### src/rtl/pipe_tester_if.sv
// pipe_tester_if: stimulus/response and result signals between the tester and the DUT side.
interface pipe_tester_if;
  logic       start;
  logic       x_in, y_in;
  logic       a_out, b_out, c_out, d_out;
  logic       busy, done, pass;
  logic [4:0] err_count;
  logic [3:0] first_fail_vec;
  modport master (
    input  start, x_in, y_in,
    output a_out, b_out, c_out, d_out, busy, done, pass, err_count, first_fail_vec
  );
  modport slave (
    output start, x_in, y_in,
    input  a_out, b_out, c_out, d_out, busy, done, pass, err_count, first_fail_vec
  );
endinterface

### src/rtl/pipe_tester.sv
// pipe_tester: drives all 16 {a,b,c,d} vectors into a LATENCY-cycle DUT and scores x/y responses.
module pipe_tester #(
  parameter int LATENCY = 2
) (
  input logic          clk,
  input logic          reset_n,
  pipe_tester_if.master bus
);
  typedef enum logic [1:0] {IDLE, DRIVE, DRAIN, DONE} state_t;
  state_t             state, state_nx;
  logic [3:0]         vcnt, vcnt_nx;
  logic [2:0]         dcnt;
  logic [LATENCY-1:0] pv;
  logic [3:0]         pvec [LATENCY];
  logic [1:0]         pexp [LATENCY];
  logic               accept, hit, ex;
  logic [4:0]         err_nx;
  assign accept  = bus.start && (state == IDLE || state == DONE);
  assign ex      = (vcnt[3] & vcnt[2]) | vcnt[1];
  assign hit     = pv[LATENCY-1] && ({bus.x_in, bus.y_in} != pexp[LATENCY-1]);
  assign err_nx  = accept ? 5'd0 : bus.err_count + 5'(hit);
  assign vcnt_nx = accept ? 4'd0 : (state == DRIVE ? vcnt + 4'd1 : vcnt);
  always_ff @(posedge clk or negedge reset_n)
    if (!reset_n) state <= IDLE;
    else state <= state_nx;
  always_comb begin
    state_nx = state;
    case (state)
      IDLE, DONE: state_nx = accept ? DRIVE : state;
      DRIVE:      state_nx = vcnt == 4'd15 ? DRAIN : DRIVE;
      DRAIN:      state_nx = dcnt == 3'(LATENCY - 1) ? DONE : DRAIN;
      default:    state_nx = IDLE;
    endcase
  end
  // vcnt is the vector on the outputs this cycle; it enters the expectation pipe at the cycle's end
  always_ff @(posedge clk or negedge reset_n)
    if (!reset_n) begin
      vcnt <= '0;
      dcnt <= '0;
      pv   <= '0;
      for (int i = 0; i < LATENCY; i++) begin
        pvec[i] <= '0;
        pexp[i] <= '0;
      end
      {bus.a_out, bus.b_out, bus.c_out, bus.d_out} <= '0;
      bus.busy           <= 1'b0;
      bus.done           <= 1'b0;
      bus.pass           <= 1'b0;
      bus.err_count      <= '0;
      bus.first_fail_vec <= '0;
    end else begin
      vcnt    <= vcnt_nx;
      dcnt    <= state == DRAIN ? dcnt + 3'd1 : 3'd0;
      pv      <= accept ? '0 : (pv << 1) | LATENCY'(state == DRIVE);
      pvec[0] <= vcnt;
      pexp[0] <= {ex, ~(vcnt[0] | ex)};
      for (int i = 1; i < LATENCY; i++) begin
        pvec[i] <= pvec[i-1];
        pexp[i] <= pexp[i-1];
      end
      {bus.a_out, bus.b_out, bus.c_out, bus.d_out} <= state_nx == DRIVE ? vcnt_nx : 4'd0;
      bus.busy           <= state_nx == DRIVE || state_nx == DRAIN;
      bus.done           <= state_nx == DONE;
      bus.pass           <= state_nx == DONE && err_nx == 5'd0;
      bus.err_count      <= err_nx;
      bus.first_fail_vec <= accept ? 4'd0 :
                            (hit && bus.err_count == 5'd0) ? pvec[LATENCY-1] : bus.first_fail_vec;
    end
endmodule

### src/flat_wrapper.sv
// flat-port wrapper written by rule: the top's interface ports become plain ports
module pipe_tester_flat 
#(
  parameter int LATENCY = 2
)
  (clk, reset_n, bus_start, bus_x_in, bus_y_in, bus_a_out, bus_b_out, bus_c_out, bus_d_out, bus_busy, bus_done, bus_pass, bus_err_count, bus_first_fail_vec);
  pipe_tester_if bus_i ();
  input logic clk;
  input logic reset_n;
  input wire logic [$bits(bus_i.start)-1:0] bus_start;
  input wire logic [$bits(bus_i.x_in)-1:0] bus_x_in;
  input wire logic [$bits(bus_i.y_in)-1:0] bus_y_in;
  output wire logic [$bits(bus_i.a_out)-1:0] bus_a_out;
  output wire logic [$bits(bus_i.b_out)-1:0] bus_b_out;
  output wire logic [$bits(bus_i.c_out)-1:0] bus_c_out;
  output wire logic [$bits(bus_i.d_out)-1:0] bus_d_out;
  output wire logic [$bits(bus_i.busy)-1:0] bus_busy;
  output wire logic [$bits(bus_i.done)-1:0] bus_done;
  output wire logic [$bits(bus_i.pass)-1:0] bus_pass;
  output wire logic [$bits(bus_i.err_count)-1:0] bus_err_count;
  output wire logic [$bits(bus_i.first_fail_vec)-1:0] bus_first_fail_vec;
  assign bus_i.start = bus_start;
  assign bus_i.x_in = bus_x_in;
  assign bus_i.y_in = bus_y_in;
  assign bus_a_out = bus_i.a_out;
  assign bus_b_out = bus_i.b_out;
  assign bus_c_out = bus_i.c_out;
  assign bus_d_out = bus_i.d_out;
  assign bus_busy = bus_i.busy;
  assign bus_done = bus_i.done;
  assign bus_pass = bus_i.pass;
  assign bus_err_count = bus_i.err_count;
  assign bus_first_fail_vec = bus_i.first_fail_vec;
  pipe_tester #(.LATENCY(LATENCY)) u_core (.clk(clk), .reset_n(reset_n), .bus(bus_i));
endmodule
### config.mk
export PLATFORM = sky130hd
export DESIGN_NAME = pipe_tester_flat
export DESIGN_NICKNAME = d
export VERILOG_FILES = /design/src/rtl/pipe_tester_if.sv /design/src/rtl/pipe_tester.sv /design/src/flat_wrapper.sv
export SDC_FILE = /design/constraint.sdc
export NUM_CORES = 1
export LEC_CHECK = 0
export ABC_AREA = 0
export BUFFER_PORTS_ARGS = -buffer_cell sky130_fd_sc_hd__buf_2
export CORE_ASPECT_RATIO = 1.1
export CORE_MARGIN = 5
export CORE_UTILIZATION = 58
export CTS_BUF_LIST = sky130_fd_sc_hd__clkbuf_8
export DETAILED_ROUTE_END_ITERATION = 6
export GPL_TIMING_DRIVEN = 0
export PLACE_DENSITY = 0.8
export REMOVE_ABC_BUFFERS = 1
export SLEW_MARGIN = 20
export SYNTH_ARGS = -nofsm -noshare
export SYNTH_HDL_FRONTEND = slang
export SYNTH_SLANG_ARGS = --single-unit
### constraint.sdc
create_clock -name clk -period 2.45 [get_ports clk]
set_input_delay 0 -clock clk [delete_from_list [all_inputs] [get_ports clk]]
set_output_delay 0 -clock clk [all_outputs]
set_load 0.05 [all_outputs]
==> results.sh, run 1 <==
export IMPL_path_cells="xnor2_1 -> a21boi_0 -> ha_1 -> ha_1 -> nand3_1 -> mux2_2 -> nor4_1"
export IMPL_postRouteAntennaNets=0
export IMPL_cts_sinks=39
export IMPL_clockBufferDepth=2
export IMPL_rsz0062_at_grt="no"
export IMPL_p_switching_mw=1.06
export IMPL_drc_errors=0
export IMPL_drive_gt1_share_pct=21.8
export IMPL_p_int_mw=1.50
export IMPL_cpPeakStageDelay_ns=0.38
export IMPL_postCtsHoldBufs=1
export IMPL_skew_ns=0.00652
export IMPL_finalSetupTns_ns=0
export IMPL_final_area_sq_um=1800
export IMPL_multi_input_area_sq_um=557
export IMPL_fp_dieW_um=59.6
export IMPL_fin_cells=178
export IMPL_cpMostUsedCell="ha_1"
export IMPL_clock_latency_ns=0.28
export IMPL_start_util_pct=61.6
export IMPL_path_class="reg2reg"
export IMPL_die_area_sq_um=3840
export IMPL_gp_congestion=0.720
export IMPL_hpwl_um=1690
export IMPL_clk_pin_slew_ns=0.07
export IMPL_p_leak_nw=0.904
export IMPL_outcome="complete, no violations"
export IMPL_place_area_sq_um=1690
export IMPL_yosysWarnings=0
export IMPL_min_period_ns=2.05
export IMPL_post_cts_buffers=0
export IMPL_rrSetupSlack_ns=0.40
export IMPL_overflow=0
export IMPL_hold_viol=0
export IMPL_seqCellArea_sq_um=976
export IMPL_slew_viol_final=0
export IMPL_peakVddDrop_mv=0.979
export IMPL_fin_total_pwr_mw=2.55
export IMPL_syn_area_per_cell_sq_um=12.9
export IMPL_r2r_worst_path_cells=7
export IMPL_cp_max_fo=2
export IMPL_worstHoldStart="bus_start"
export IMPL_die_y_um=64.5
export IMPL_io_buffers=20
export IMPL_dr_first_iter_drc_count=29
export IMPL_arrival_ns=2.24
export IMPL_synth_top_area_cell="dfrtp_1"
export IMPL_hp_class="in2reg"
export IMPL_firstDrtPassIters=4
export IMPL_root_buffer="clkbuf_8"
export IMPL_dp_cells=169
export IMPL_synthFlopType="dfrtp_1"
export IMPL_worst_setup_path_end_kind="flop"
export IMPL_insertedDiodeCount=0
export IMPL_post_route_util_pct=70.8
export IMPL_ys_types=29
export IMPL_cts_resized=0
export IMPL_p_sw_share_pct=41.3
export IMPL_fmax_mhz=488
export IMPL_hold_end="u_core.state[0]$_DFF_PN0_"
export IMPL_grt_pass1_vias=978
export IMPL_max_cap_violations=0
export IMPL_rr_startpoint="u_core.pexp[1]$_DFF_PN0_"
export IMPL_yosysTopAreaCellShare_pct=62.3
export IMPL_power_density_nw_per_um2=1420
export IMPL_antenna_found_initial=0
export IMPL_viasPerCell=5.10
export IMPL_p_comb_share_pct=41.5
export IMPL_synthArstFlopShare_pct=100
export IMPL_syn_to_final_growth_pct=14.8
export IMPL_grt_pass1_wl_um=4250
export IMPL_yosysSeqAreaShare_pct=62.3
export IMPL_final_nets=160
export IMPL_cp_start_kind="flop"
export IMPL_nFillCells=166
export IMPL_hold_slack_ns=0.123
export IMPL_cts_htree_levels=2
export IMPL_reg2reg_to="u_core.bus.pass$_DFF_PN0_"
export IMPL_tightest_slew_ns=0.806
export IMPL_syn_area_sq_um=1570
export IMPL_netlist_instances=122
export IMPL_tritoncts="done"
export IMPL_worst_path_max_delay_cell="dfrtp_1"
export IMPL_wirelength_um=2370
export IMPL_post_place_ws_ns=0.378
export IMPL_cp_required_ns=2.63
export IMPL_synth_edf_count=0
export IMPL_final_setup_viol_count=0
export IMPL_ys_top_cells_by_area="dfrtp_1, ha_1, mux2i_1, nor2_1, nand2_1"
export IMPL_cts_buffers=5
export IMPL_finalWorstSetupSlack_ns=0.400
export IMPL_grt_max_degree=40
export IMPL_rows=19
export IMPL_fin_crit_sh_pct=83.7
export IMPL_ys_ff_latch=39
export IMPL_pwr_share_seq_pct=41.0
export IMPL_vias=908
export IMPL_wl_per_cell_um=13.3
export IMPL_clkPwrFrac_pct=17.5
export IMPL_holdPathStages=3
export IMPL_ioPinCount=21
export IMPL_slew_headroom_pct=46.3
export IMPL_fp_coreArea_sq_um=2540
export IMPL_grt_usage_pct=15.5
sequential cells by signal (all words and copies together), names as in the netlist, 2 cells and up:
register / flops
u_core.pvec: 8
u_core.dcnt: 3
u_core.bus.first_fail_vec: 4
u_core.pexp: 4
u_core.pv: 2
u_core.vcnt: 4
u_core.bus.err_count: 5
u_core.state: 2
synthesized netlist by cell type (2+ instances only):
| library cell | number |
|---|---|
| a21boi_0 | 3 |
| a21oi_1 | 3 |
| and2_1 | 4 |
| clkbuf_1 | 3 |
| dfrtp_1 | 39 |
| ha_1 | 9 |
| inv_1 | 5 |
| mux2_2 | 2 |
| mux2i_1 | 5 |
| nand2_1 | 11 |
| nand3_1 | 3 |
| nor2_1 | 12 |
| nor2b_1 | 3 |
| xnor2_1 | 3 |
| xor2_1 | 3 |
how the worst max path moves through the flow:
stage,to,cells after the start,start,slack (ns)
finish,u_core.bus.pass$_DFF_PN0_,7,u_core.pexp[1]$_DFF_PN0_,0.40
global route,u_core.bus.pass$_DFF_PN0_,7,u_core.pexp[1]$_DFF_PN0_,0.18
CTS,u_core.bus.pass$_DFF_PN0_,7,u_core.pexp[1]$_DFF_PN0_,0.36
detailed placement,u_core.bus.pass$_DFF_PN0_,7,u_core.pexp[1]$_DFF_PN0_,0.38
global placement,u_core.bus.pass$_DFF_PN0_,7,u_core.pexp[1]$_DFF_PN0_,0.43
floorplan,u_core.bus.pass$_DFF_PN0_,7,u_core.pexp[1]$_DFF_PN0_,0.54
cell type report:
type / count / area share (%)
clock inverters: 1 / 0.208
clock buffers: 7 / 5.35
inverters: 5 / 1.04
flip-flops and latches: 39 / 54.2
well taps: 31 / 2.15
repair buffers: 21 / 6.12
multi-input cells: 74 / 30.9
cell usage in the layout, fill, tap and decap left out, drive strengths merged, types with 2 or more instances in the layout:
master / synthesis / layout
dfrtp: 39 / 39
buf: 1 / 20
nor2: 12 / 12
nand2: 11 / 11
ha: 9 / 9
clkbuf: 3 / 7
inv: 5 / 6
mux2i: 5 / 5
and2: 5 / 5
xnor2: 4 / 4
xor2: 3 / 3
nand3: 3 / 3
nor2b: 3 / 3
a21oi: 3 / 3
a21boi: 3 / 3
mux2: 2 / 2
layer usage:
| layer | vias to the layer above | global-route usage (%) | wire (um) |
|---|---|---|---|
| met5 | - | 0 | 0 |
| met4 | 0 | 9.14 | 53 |
| met3 | 5 | 6.55 | 158 |
| met2 | 20 | 24.3 | 1200 |
| met1 | 432 | 17.3 | 957 |
| li1 | 451 | - | - |
power groups by stage:
stage,clock network (mW),logic [mW],registers [mW]
6_report,0.446,1.06,1.05
5_1_grt,0.505,1.16,1.08
4_1_cts,0.464,1.08,1.05
3_5_place_dp,0,1.07,1.06
3_3_place_gp,0,1.04,1.04
2_1_floorplan,0,0.496,1.38
kinds of logic (layout without fill, tap and decap cells):
kind of cell               Yosys count  count (layout)  share of synthesized area (%)
muxes                                7               7                           4.63
adders and majority gates            9               9                           7.18
and+or+nand+nor                     39              39                           12.1
DFF                                 39              39                           62.3
AOI/OAI and AO/OA                   12              12                           6.54
buffers and inverters                9              34                           2.23
xor gates and xnor gates             7               7                           5.11
worst max-delay path: cells and delay by family, from the launching register on:
family | cells | cell delay (ns)
xor+xnor | 1 | 0.28
simple gates | 2 | 0.35
mux | 1 | 0.35
fa+ha+maj | 2 | 0.44
flops | 1 | 0.38
compound gates | 1 | 0.16
No activity file was read; power rests on OpenSTA's default activity.
==> inputs of run 2 (changes only) <==
- clock period: 2.45 -> 1.9 ns (I/O delays scaled with it)
==> results.sh, run 2 (same netlist as run 1, synthesis figures left out) <==
export IMPL_outcome="complete, no violations"
export IMPL_tightest_slew_ns=0.794
export IMPL_cp_start_kind="flop"
export IMPL_fin_crit_sh_pct=97.0
export IMPL_peakVddDrop_mv=1.29
export IMPL_min_period_ns=1.84
export IMPL_root_buffer="clkbuf_8"
export IMPL_grt_usage_pct=15.7
export IMPL_cp_max_fo=2
export IMPL_hold_slack_ns=0.120
export IMPL_cts_sinks=39
export IMPL_dr_first_iter_drc_count=27
export IMPL_cpPeakStageDelay_ns=0.42
export IMPL_path_buf_inv=0
export IMPL_postRouteAntennaNets=0
export IMPL_largest_register_ffs=8
export IMPL_die_area_sq_um=3840
export IMPL_hold_viol=0
export IMPL_p_switching_mw=1.42
export IMPL_clk_pin_slew_ns=0.07
export IMPL_slew_viol_final=0
export IMPL_cp_required_ns=2.09
export IMPL_start_util_pct=61.6
export IMPL_hp_class="in2reg"
export IMPL_io_buffers=20
export IMPL_wl_per_cell_um=13.6
export IMPL_slew_headroom_pct=47.0
export IMPL_max_cap_violations=0
export IMPL_antenna_found_initial=0
export IMPL_cts_buffers=5
export IMPL_clockBufferDepth=2
export IMPL_p_leak_nw=0.919
export IMPL_gp_congestion=0.720
export IMPL_layout_commonest_cell="dfrtp_1"
export IMPL_final_nets=162
export IMPL_grt_pass1_vias=990
export IMPL_vias=925
export IMPL_p_sw_share_pct=41.4
export IMPL_rows=19
export IMPL_pwr_share_seq_pct=39.8
export IMPL_holdPathStages=3
export IMPL_path_delay_family="flip-flops"
export IMPL_fmax_mhz=543
export IMPL_drive_gt1_share_pct=26.8
export IMPL_p_comb_share_pct=43.4
export IMPL_die_y_um=64.5
export IMPL_p_int_mw=2.00
export IMPL_fp_coreArea_sq_um=2540
export IMPL_place_area_sq_um=1690
export IMPL_syn_to_final_growth_pct=18.8
export IMPL_insertedDiodeCount=0
export IMPL_finalSetupTns_ns=0
export IMPL_path_class="reg2reg"
export IMPL_fp_dieW_um=59.6
export IMPL_firstDrtPassIters=4
export IMPL_fin_total_pwr_mw=3.42
export IMPL_ioPinCount=21
export IMPL_worst_path_max_delay_cell="dfrtp_1"
export IMPL_worst_setup_path_end_kind="flop"
export IMPL_final_setup_viol_count=0
export IMPL_largestRegisters="u_core.pvec x8, u_core.bus.err_count x5"
export IMPL_cp_depth=7
export IMPL_fin_cells=180
export IMPL_dp_cells=169
export IMPL_arrival_ns=2.04
export IMPL_wirelength_um=2450
export IMPL_grt_max_degree=40
export IMPL_clkPwrFrac_pct=16.8
export IMPL_grt_pass1_wl_um=4330
export IMPL_path_cells="xnor2_4 -> a21boi_2 -> ha_2 -> ha_4 -> nand3_1 -> mux2_4 -> nor4_4"
export IMPL_final_area_sq_um=1860
export IMPL_power_density_nw_per_um2=1840
export IMPL_skew_ns=0.00627
export IMPL_r2r_worst_path_cells=7
export IMPL_overflow=0
export IMPL_largest_register="u_core.pvec"
export IMPL_viasPerCell=5.14
export IMPL_clock_latency_ns=0.28
export IMPL_layout_common_cells="dfrtp_1, buf_2, nor2_1"
export IMPL_hpwl_um=1690
export IMPL_cts_htree_levels=2
export IMPL_drc_errors=0
export IMPL_tritoncts="done"
-- run 2: per-stage QoR --
step                setup slack (ns)  util [%]
detailed placement            -0.172      66.5
global placement              -0.119      66.5
floorplan                    -0.0115         -
global route                -0.00181      73.2
CTS                           0.0342      71.9
finish                        0.0579      73.2
-- run 2: area by class of cell --
class,instances,area (sq um)
repair buffers,23,125
clock inverters,1,3.75
multi-input cells,74,604
inverters,5,18.8
fillers,165,681
flip-flops and latches,39,976
well taps,31,38.8
clock buffers,7,96.3
-- run 2: timing repair --
item                                   CTS  global route
endpoints found under the hold margin   39             0
setup buffers                            2             0
setup endpoints to repair                1             3
pin swaps                                2             1
hold buffers                             1             0
gates resized for setup                  3             7
gates cloned                             0             0
-- run 2: path summary, 6_finish.rpt --
path | endpoint | start | slack [ns]
max | u_core.bus.pass$_DFF_PN0_ | u_core.pexp[0]$_DFF_PN0_ | 0.06
min | u_core.state[0]$_DFF_PN0_ | bus_start | 0.12
max reg2reg | u_core.bus.pass$_DFF_PN0_ | u_core.pexp[0]$_DFF_PN0_ | 0.06
min reg2reg | u_core.pvec[2]$_DFF_PN0_ | u_core.pvec[6]$_DFF_PN0_ | 0.35
max in group asynchronous | u_core.bus.first_fail_vec[3]$_DFFE_PN0P_ | reset_n | 1.06
min in group asynchronous | u_core.vcnt[0]$_DFF_PN0_ | reset_n | 0.34
-- run 2: power groups by stage --
stage,logic [mW],registers [mW],clock network (mW)
final,1.49,1.36,0.575
after detailed placement,1.38,1.36,0
after floorplan,0.640,1.78,0
after CTS,1.44,1.36,0.599
after global placement,1.35,1.35,0
after global routing,1.63,1.40,0.651
-- run 2: metal layers --
| metal | GRT usage [%] | up-vias | share of wire [%] |
|---|---|---|---|
| li1 | - | 453 | - |
| met3 | 6.55 | 5 | 6.5 |
| met4 | 9.14 | 0 | 2.2 |
| met1 | 17.7 | 447 | 40 |
| met2 | 24.7 | 20 | 51 |
| met5 | 0 | - | 0 |
-- run 2: worst reg2reg max path: stages, from the launching register on --
cell      delay [ns]
dfrtp_1         0.42
xnor2_4         0.15
a21boi_2        0.14
ha_2            0.21
ha_4            0.14
nand3_1         0.10
mux2_4          0.34
nor4_4          0.25
==> inputs of run 3 (changes only) <==
- MAX_ROUTING_LAYER: not set -> met4
==> results.sh, run 3 (same netlist as run 1, synthesis figures left out) <==
export IMPL_hpwl_um=1690
export IMPL_final_nets=162
export IMPL_outcome="complete, no violations"
export IMPL_power_density_nw_per_um2=1840
export IMPL_firstDrtPassIters=4
export IMPL_vias=925
export IMPL_root_buffer="clkbuf_8"
export IMPL_largest_register_ffs=8
export IMPL_rows=19
export IMPL_dr_first_iter_drc_count=30
export IMPL_final_area_sq_um=1860
export IMPL_die_y_um=64.5
export IMPL_path_class="reg2reg"
export IMPL_seqCellArea_sq_um=976
export IMPL_drive_gt1_share_pct=26.8
export IMPL_clockBufferDepth=2
export IMPL_finalSetupTns_ns=0
export IMPL_hold_slack_ns=0.120
export IMPL_max_cap_violations=0
export IMPL_worst_setup_path_end_kind="flop"
export IMPL_hold_viol=0
export IMPL_wl_per_cell_um=13.6
export IMPL_largest_register="u_core.pvec"
export IMPL_postRouteAntennaNets=0
export IMPL_cts_sinks=39
export IMPL_die_area_sq_um=3840
export IMPL_grt_usage_pct=16.2
export IMPL_fmax_mhz=543
export IMPL_start_util_pct=61.6
export IMPL_slew_headroom_pct=47.0
export IMPL_place_area_sq_um=1690
export IMPL_cp_start_kind="flop"
export IMPL_cp_required_ns=2.09
export IMPL_drc_errors=0
export IMPL_insertedDiodeCount=0
export IMPL_wirelength_um=2460
export IMPL_layout_commonest_cell="dfrtp_1"
export IMPL_fp_dieW_um=59.6
export IMPL_grt_pass1_vias=989
export IMPL_gp_congestion=0.728
export IMPL_tritoncts="done"
export IMPL_arrival_ns=2.04
export IMPL_clk_pin_slew_ns=0.07
export IMPL_multi_input_area_sq_um=604
export IMPL_cts_buffers=5
export IMPL_nFillCells=165
export IMPL_viasPerCell=5.14
export IMPL_post_route_util_pct=73.2
export IMPL_syn_to_final_growth_pct=18.8
export IMPL_ioPinCount=21
export IMPL_cp_max_fo=2
export IMPL_hp_class="in2reg"
export IMPL_skew_ns=0.00625
export IMPL_clock_latency_ns=0.28
export IMPL_min_period_ns=1.84
export IMPL_overflow=0
export IMPL_slew_viol_final=0
export IMPL_p_leak_nw=0.919
export IMPL_grt_pass1_wl_um=4330
export IMPL_largestRegisters="u_core.pvec x8, u_core.bus.err_count x5"
export IMPL_fp_coreArea_sq_um=2540
export IMPL_fin_crit_sh_pct=97.0
export IMPL_peakVddDrop_mv=1.29
export IMPL_fin_cells=180
export IMPL_cts_htree_levels=2
export IMPL_io_buffers=20
export IMPL_layout_common_cells="dfrtp_1, buf_2, nor2_1"
export IMPL_dp_cells=169
export IMPL_grt_max_degree=40
export IMPL_final_setup_viol_count=0
export IMPL_antenna_found_initial=0
export IMPL_tightest_slew_ns=0.794
## run 3: cell counts in the layout (fill, tap and decap cells not counted)
No cell type changed its count.
## run 3: timing repair
action	in CTS	in global routing
pin swaps	2	1
gates resized for setup	3	7
endpoints found under the hold margin	39	0
endpoints found under the setup margin	1	3
setup buffers	2	0
hold buffers	1	0
## run 3: routing by layer
layer | share of wire (%) | wire [um] | GRT usage [%] | vias to the layer above
met5 | 0 | 0 | - | -
met3 | 6.5 | 160 | 6.55 | 5
met1 | 40 | 977 | 17.7 | 447
met4 | 2.2 | 55 | 9.14 | 0
li1 | - | - | - | 453
met2 | 51 | 1260 | 24.7 | 20
## run 3: worst max-delay path, stage by stage (launching register included)
cell and delay, ns:
dfrtp_1 0.42, xnor2_4 0.15, a21boi_2 0.14, ha_2 0.21
ha_4 0.14, nand3_1 0.10, mux2_4 0.34, nor4_4 0.25
## run 3: area by class of cell
| class | count | area share [%] |
|---|---|---|
| clock buffer | 7 | 5.17 |
| clock inverter | 1 | 0.201 |
| inverter | 5 | 1.01 |
| multi-input combinational | 74 | 32.4 |
| sequential | 39 | 52.4 |
| tap | 31 | 2.08 |
| timing repair buffer | 23 | 6.72 |
## run 3: path summary, 6_finish.rpt
path,startpoint,end,slack [ns],depth (start not counted)
setup / recovery,u_core.pexp[0]$_DFF_PN0_,u_core.bus.pass$_DFF_PN0_,0.06,7
hold / removal,bus_start,u_core.state[0]$_DFF_PN0_,0.12,3
setup reg to reg,u_core.pexp[0]$_DFF_PN0_,u_core.bus.pass$_DFF_PN0_,0.06,7
min in group asynchronous,reset_n,u_core.vcnt[0]$_DFF_PN0_,0.34,2
max in group asynchronous,reset_n,u_core.bus.first_fail_vec[3]$_DFFE_PN0P_,1.06,2
hold reg to reg,u_core.pvec[6]$_DFF_PN0_,u_core.pvec[2]$_DFF_PN0_,0.35,0
## run 3: power by group
part	switching, mW	internal, mW
clock	0.249	0.325
combinational	0.963	0.524
sequential	0.205	1.16
## run 3: metrics by stage
step / setup slack [ns] / total power, mW
after floorplan: -0.0115 / 2.42
after global placement: -0.119 / 2.69
after detailed placement: -0.172 / 2.75
after CTS: 0.0342 / 3.39
after global routing: -0.00181 / 3.68
final: 0.0579 / 3.42
